[src/rtl/zm_env_pkg.sv]
// Shared envelope types and constants.
// State codes are visible on env_state for debug.
package zm_env_pkg;

   localparam int ACC_W_DEF  = 24;
   localparam int RATE_W_DEF = 16;

   localparam logic [15:0] ENV_MAX = 16'h7FFF;

   typedef enum logic [2:0] {
      IDLE    = 3'd0,
      ATTACK  = 3'd1,
      DECAY   = 3'd2,
      SUSTAIN = 3'd3,
      RELEASE = 3'd4
   } env_state_t;

endpackage

[src/rtl/env_sat_step.sv]
// Saturating accumulator step toward a target.
// Zero rate snaps straight onto the target.
module env_sat_step #(
   parameter int ACC_W = 24
) (
   input  logic [ACC_W-1:0] acc,
   input  logic [ACC_W-1:0] rate,
   input  logic [ACC_W-1:0] target,
   input  logic             up,
   output logic [ACC_W-1:0] next_acc,
   output logic             reached
);

   logic [ACC_W:0] sum;
   logic [ACC_W:0] diff;

   // Guard-bit add/sub, clamped so the result never passes the target
   always_comb begin
      sum      = {1'b0, acc} + {1'b0, rate};
      diff     = {1'b0, acc} - {1'b0, rate};
      next_acc = target;
      reached  = 1'b1;
      if (rate != '0) begin
         if (up) begin
            if (sum < {1'b0, target}) begin
               next_acc = sum[ACC_W-1:0];
               reached  = 1'b0;
            end
         end else begin
            if (!diff[ACC_W] && (diff > {1'b0, target})) begin
               next_acc = diff[ACC_W-1:0];
               reached  = 1'b0;
            end
         end
      end
   end

endmodule

[src/rtl/env_adsr.sv]
// Linear ADSR envelope, one per voice.
// Emits a non-negative Q1.15 gain for the VCA.
module env_adsr
   import zm_env_pkg::*;
#(
   parameter int ACC_W  = ACC_W_DEF,
   parameter int RATE_W = RATE_W_DEF
) (
   input  logic              clk,
   input  logic              reset,
   input  logic              sample_tick,
   input  logic              gate,
   input  logic [RATE_W-1:0] attack_rate,
   input  logic [RATE_W-1:0] decay_rate,
   input  logic [14:0]       sustain_level,
   input  logic [RATE_W-1:0] release_rate,
   output logic [15:0]       env_out,
   output logic              env_active,
   output logic [2:0]        env_state
);

   localparam logic [ACC_W-1:0] ACC_MAX = '1;

   env_state_t       state;
   logic [ACC_W-1:0] acc;
   logic             gate_d;

   logic             rise;
   logic             fall;
   logic [ACC_W-1:0] sus_t;
   logic [ACC_W-1:0] step_rate;
   logic [ACC_W-1:0] step_tgt;
   logic             step_up;
   logic [ACC_W-1:0] step_acc;
   logic             step_hit;
   logic [14:0]      level;

   assign rise  = gate & ~gate_d;
   assign fall  = ~gate & gate_d;
   assign sus_t = {sustain_level, {(ACC_W-15){1'b0}}};
   assign level = acc[ACC_W-1 -: 15];

   // Pick rate, target and direction for the current phase
   always_comb begin
      step_rate = '0;
      step_tgt  = '0;
      step_up   = 1'b0;
      unique case (state)
         ATTACK: begin
            step_rate = ACC_W'(attack_rate);
            step_tgt  = ACC_MAX;
            step_up   = 1'b1;
         end
         DECAY: begin
            step_rate = ACC_W'(decay_rate);
            step_tgt  = sus_t;
         end
         RELEASE: begin
            step_rate = ACC_W'(release_rate);
         end
         default: begin
            step_rate = '0;
         end
      endcase
   end

   env_sat_step #(
      .ACC_W (ACC_W)
   ) u_step (
      .acc      (acc),
      .rate     (step_rate),
      .target   (step_tgt),
      .up       (step_up),
      .next_acc (step_acc),
      .reached  (step_hit)
   );

   // Envelope FSM; gate edges win over the tick step
   always_ff @(posedge clk) begin
      if (reset) begin
         state      <= IDLE;
         acc        <= '0;
         gate_d     <= 1'b0;
         env_out    <= 16'h0000;
         env_active <= 1'b0;
         env_state  <= IDLE;
      end else begin
         gate_d     <= gate;
         env_out    <= ENV_MAX & {1'b0, level};
         env_active <= (state != IDLE);
         env_state  <= state;
         if (rise) begin
            state <= ATTACK;
         end else if (fall) begin
            if (state == ATTACK || state == DECAY ||
                state == SUSTAIN)
               state <= RELEASE;
         end else if (sample_tick) begin
            unique case (state)
               IDLE: begin
                  acc <= '0;
               end
               ATTACK: begin
                  acc <= step_acc;
                  if (step_hit)
                     state <= DECAY;
               end
               DECAY: begin
                  acc <= step_acc;
                  if (step_hit)
                     state <= SUSTAIN;
               end
               SUSTAIN: begin
                  acc <= sus_t;
               end
               RELEASE: begin
                  acc <= step_acc;
                  if (step_hit)
                     state <= IDLE;
               end
               default: begin
                  state <= IDLE;
                  acc   <= '0;
               end
            endcase
         end
      end
   end

endmodule
[config.mk]
export PLATFORM = sky130hd
export DESIGN_NAME = env_adsr
export DESIGN_NICKNAME = d
export VERILOG_FILES = /design/src/rtl/zm_env_pkg.sv /design/src/rtl/env_sat_step.sv /design/src/rtl/env_adsr.sv
export SDC_FILE = /design/constraint.sdc
export NUM_CORES = 1
export LEC_CHECK = 0
export BUFFER_PORTS_ARGS = -buffer_cell sky130_fd_sc_hd__clkbuf_2
export CELL_PAD_IN_SITES_DETAIL_PLACEMENT = 1
export CELL_PAD_IN_SITES_GLOBAL_PLACEMENT = 1
export CORE_AREA = 8 8 139 128
export DETAILED_ROUTE_END_ITERATION = 7
export DIE_AREA = 0 0 147 136
export PLACE_DENSITY_LB_ADDON = 0.05
export SLEW_MARGIN = 20
export SYNTH_ARGS = -nofsm -noshare
export SYNTH_HDL_FRONTEND = slang
export SYNTH_SLANG_ARGS = --single-unit
[constraint.sdc]
create_clock -name clk -period 6 [get_ports clk]
set_clock_uncertainty 0.05 [all_clocks]
set_input_delay 0.6 -clock clk [delete_from_list [all_inputs] [get_ports clk]]
set_output_delay 0.6 -clock clk [all_outputs]
set_load 0.02 [all_outputs]
==> flow_summary_export.csv <==
group,metric,value,unit
placement,place_congestion,0.948,
die,start_util,37.9,%
placement,port_buffers,85,
sta,maxSlewViolCount,0,
global_route,grt-ovfl-total,0,
sta,relSlewSlack,52.9,%
cells_and_area,nFillCells,1949,
die,core_region_area,15600,um^2
power,netSwitchingPower,2.99,mW
synthesis,yosysTopAreaCell,"ha_1",
sta,setup_viol_count_final,0,
clocking,cts-root-buf,"clkbuf_16",
global_route,grt_pass1_wl,37.8,mm
sta,hold_violations,0,
worst_setup_path,reg2reg_setup_slack,0.18,ns
clocking,cts_tree,"yes",
worst_setup_path,critPathMostFrequentCell,"buf_4",
synthesis,yosysMostFrequentCell,"ha_1",
sta,fin_crit_sh,97.0,%
power,clkPwrFrac,5.3,%
power,swShare,53.4,%
drt,wl_per_cell,21.6,um
synthesis,yosysUniqueCellTypes,69,
cells_and_area,nNetsFinal,1085,
clocking,insertion_delay,0.30,ns
clocking,clockBufferDepth,2,
synthesis,synth_common_cells,"ha_1, nor2_1, a21oi_1",
status,status,"complete, no violations",
power,power_leakage,3.48,nW
synthesis,synth_top_area_share,18.6,%
global_route,grt_max_degree,47,
drt,num_vias,6604,
worst_setup_path,path_buf_inv,5,
synthesis,synth_cells,786,
worst_setup_path,startpoint_type,"register",
power,combPwrFrac,86.6,%
power,cellPowerDensity,737,nW/um^2
power,power_frac_seq,8.1,%
sta,holdWs,0.482,ns
synthesis,synth-edff-count,0,
drt,dr.pass1.iters,5,
clocking,numCtsBuffers,5,
drt,vias_per_cell,5.82,
clocking,clkTransAtPathRegs,0.07,ns
die,die_x,147,um
run,cap_violations,0,
worst_setup_path,cpPeakStageDelay,0.44,ns
worst_setup_path,crit_fanout,8,
cells_and_area,final_area,7610,um^2
synthesis,synth-seq-cells,47,
cells_and_area,layout-drive-gt1-share,26.6,%
die,fp.dieArea,20000,um^2
cells_and_area,antenna_cells,0,
synthesis,async_flop_share,0,%
worst_setup_path,cp_top_family,"compound AO/OA/AOI/OAI gates",
synthesis,ys.flop_type,"dfxtp_1",
die,die_h,136,um
sta,tightest_slew,0.706,ns
synthesis,ys_seq_area_share,15.9,%
placement,dp_hpwl,19.5,mm
global_route,antenna_found_initial,0,
drt,routed_wl,24.6,mm
sta,max_clock_freq,172,MHz
global_route,grt.total_usage,23.6,%
worst_setup_path,worstPathCellList,"or3b_4 -> inv_4 -> a221oi_4 -> buf_6 -> ha_2 -> nor2b_1 -> o2111ai_1 -> nand4_1 -> a31o_2 -> buf_4 -> a211oi_1 -> xor2_1 -> ha_1 -> nand3_1 -> a32oi_1 -> buf_4 -> nor4_1 -> a31o_2 -> or3_1 -> a21oi_1 -> buf_4 -> a21o_1 -> mux2_1",
synthesis,yosysWarnings,0,
synthesis,syn_area_per_cell,7.53,um^2
power,vdd_ir_drop_max,0.000623,V
synthesis,syn_area,5920,um^2
drt,drc,0,
synthesis,syn-num-nets,943,
clocking,cts.sinks,47,
drt,antenna_left,0,
power,p_total,5.61,mW
global_route,grt_pass1_vias,6917,
die,ioPinCount,87,
power,p_int,2.62,mW
clocking,h-tree-depth,2,
cells_and_area,area_delta_synth_final,28.6,%
cells_and_area,seqCellArea,943,um^2
worst_setup_path,critPathArrivalTime,5.95,ns
cells_and_area,multi_input_area,4930,um^2
worst_setup_path,endpoint_kind,"register",
drt,drt_iter0_drc,358,
worst_hold_path,hold_path_class,"register to register",
synthesis,synthTopCellsByArea,"ha_1, dfxtp_1, a21oi_1",
die,rows,44,
worst_setup_path,crit_slowest_cell,"or3b_4",
placement,placed_cell_area,6970,um^2
sta,period_minus_slack,5.82,ns
worst_setup_path,worst_ep_required_time,6.13,ns
worst_setup_path,crit_type,"register to register",
[path summary, 6_finish.rpt]
path,start,endpoint,cells after the start
worst max-delay path,state[0],state[0],23
worst min-delay path,acc[2],acc[2],2
worst max register to register,state[0],state[0],23
worst min register to register,acc[2],acc[2],2
[layer usage]
layer	global-route usage [%]	wire [um]
met5	0	0
met4	6.06	499
met3	3.96	1440
met2	39.5	11300
met1	30.9	11300
[registers in the layout, summed over array words and instances (netlist names)]
register / flops
env_out: 15
acc: 24
env_state: 3
gate_d: 1
env_active: 1
state: 3
[cells in the final DEF, fill, tap and decap left out, types with 9 or more instances in the layout]
| cell | count |
|---|---|
| inv_1 | 37 |
| nor4bb_1 | 9 |
| nor2_1 | 78 |
| nand2_1 | 58 |
| xor2_1 | 9 |
| nand4_1 | 14 |
| dfxtp_1 | 45 |
| a21oi_1 | 64 |
| a211oi_1 | 11 |
| ha_1 | 84 |
| o21a_1 | 14 |
| nor3_1 | 19 |
| a21o_1 | 10 |
| nor2b_1 | 23 |
| nand3_1 | 17 |
| and2_1 | 17 |
| o21ai_0 | 24 |
| buf_4 | 89 |
| clkbuf_2 | 85 |
| xnor2_1 | 33 |
| o21bai_1 | 9 |
| a221oi_1 | 12 |
[what timing repair did]
action	4_1_cts	5_1_grt
hold buffers	0	0
gates resized for setup	13	49
endpoints found under the setup margin	21	27
gates cloned	1	1
pin swaps	1	11
setup buffers	3	18
[power groups by stage]
stage	registers, mW	logic, mW	clock network (mW)
6_report	0.456	4.86	0.295
2_1_floorplan	0.432	2.75	0
5_1_grt	0.464	5.27	0.311
4_1_cts	0.450	4.66	0.300
3_3_place_gp	0.453	4.48	0
3_5_place_dp	0.456	4.61	0
[logic make-up (layout without fill, tap and decap cells)]
group                    count (synthesis)  in the layout  share of synthesized area (%)
buffers and inverters                   87            229                           6.17
other                                    1              1                         0.0634
AO/OA/AOI/OAI                          237            237                           27.5
multiplexers                             1              1                          0.190
adder cells (fa/ha/maj)                 90             90                           19.3
XOR/XNOR                                43             43                           6.36
AND/OR/NAND/NOR                        280            280                           24.5
flip-flops                              47             47                           15.9
[final cells by class]
| type | instances | share of cell area [%] |
|---|---|---|
| inverter | 39 | 1.96 |
| sequential | 47 | 12.4 |
| timing repair buffer | 182 | 15.6 |
| clock inverter | 1 | 0.0657 |
| timing repair inverter | 1 | 0.0986 |
| multi-input combinational | 652 | 64.7 |
| clock buffer | 6 | 1.82 |
| tap | 207 | 3.40 |
[stage by stage]
stage	setup slack (ns)	setup TNS [ns]	std cells	util [%]
CTS	-0.000366	-0.000366	1116	46.0
global placement	-0.0923	-0.467	1105	44.6
detailed placement	-0.239	-2.79	1105	44.6
global route	-0.0515	-0.0749	1135	48.7
floorplan	0.0878	0	786	-
finish	0.181	0	1135	48.7
[worst min-delay path: stages, from the launching register on]
cell,delay (ns)
dfxtp_1,0.34
nor2_1,0.11
nor3_1,0.05
No activity file was read; power rests on OpenSTA's default activity.
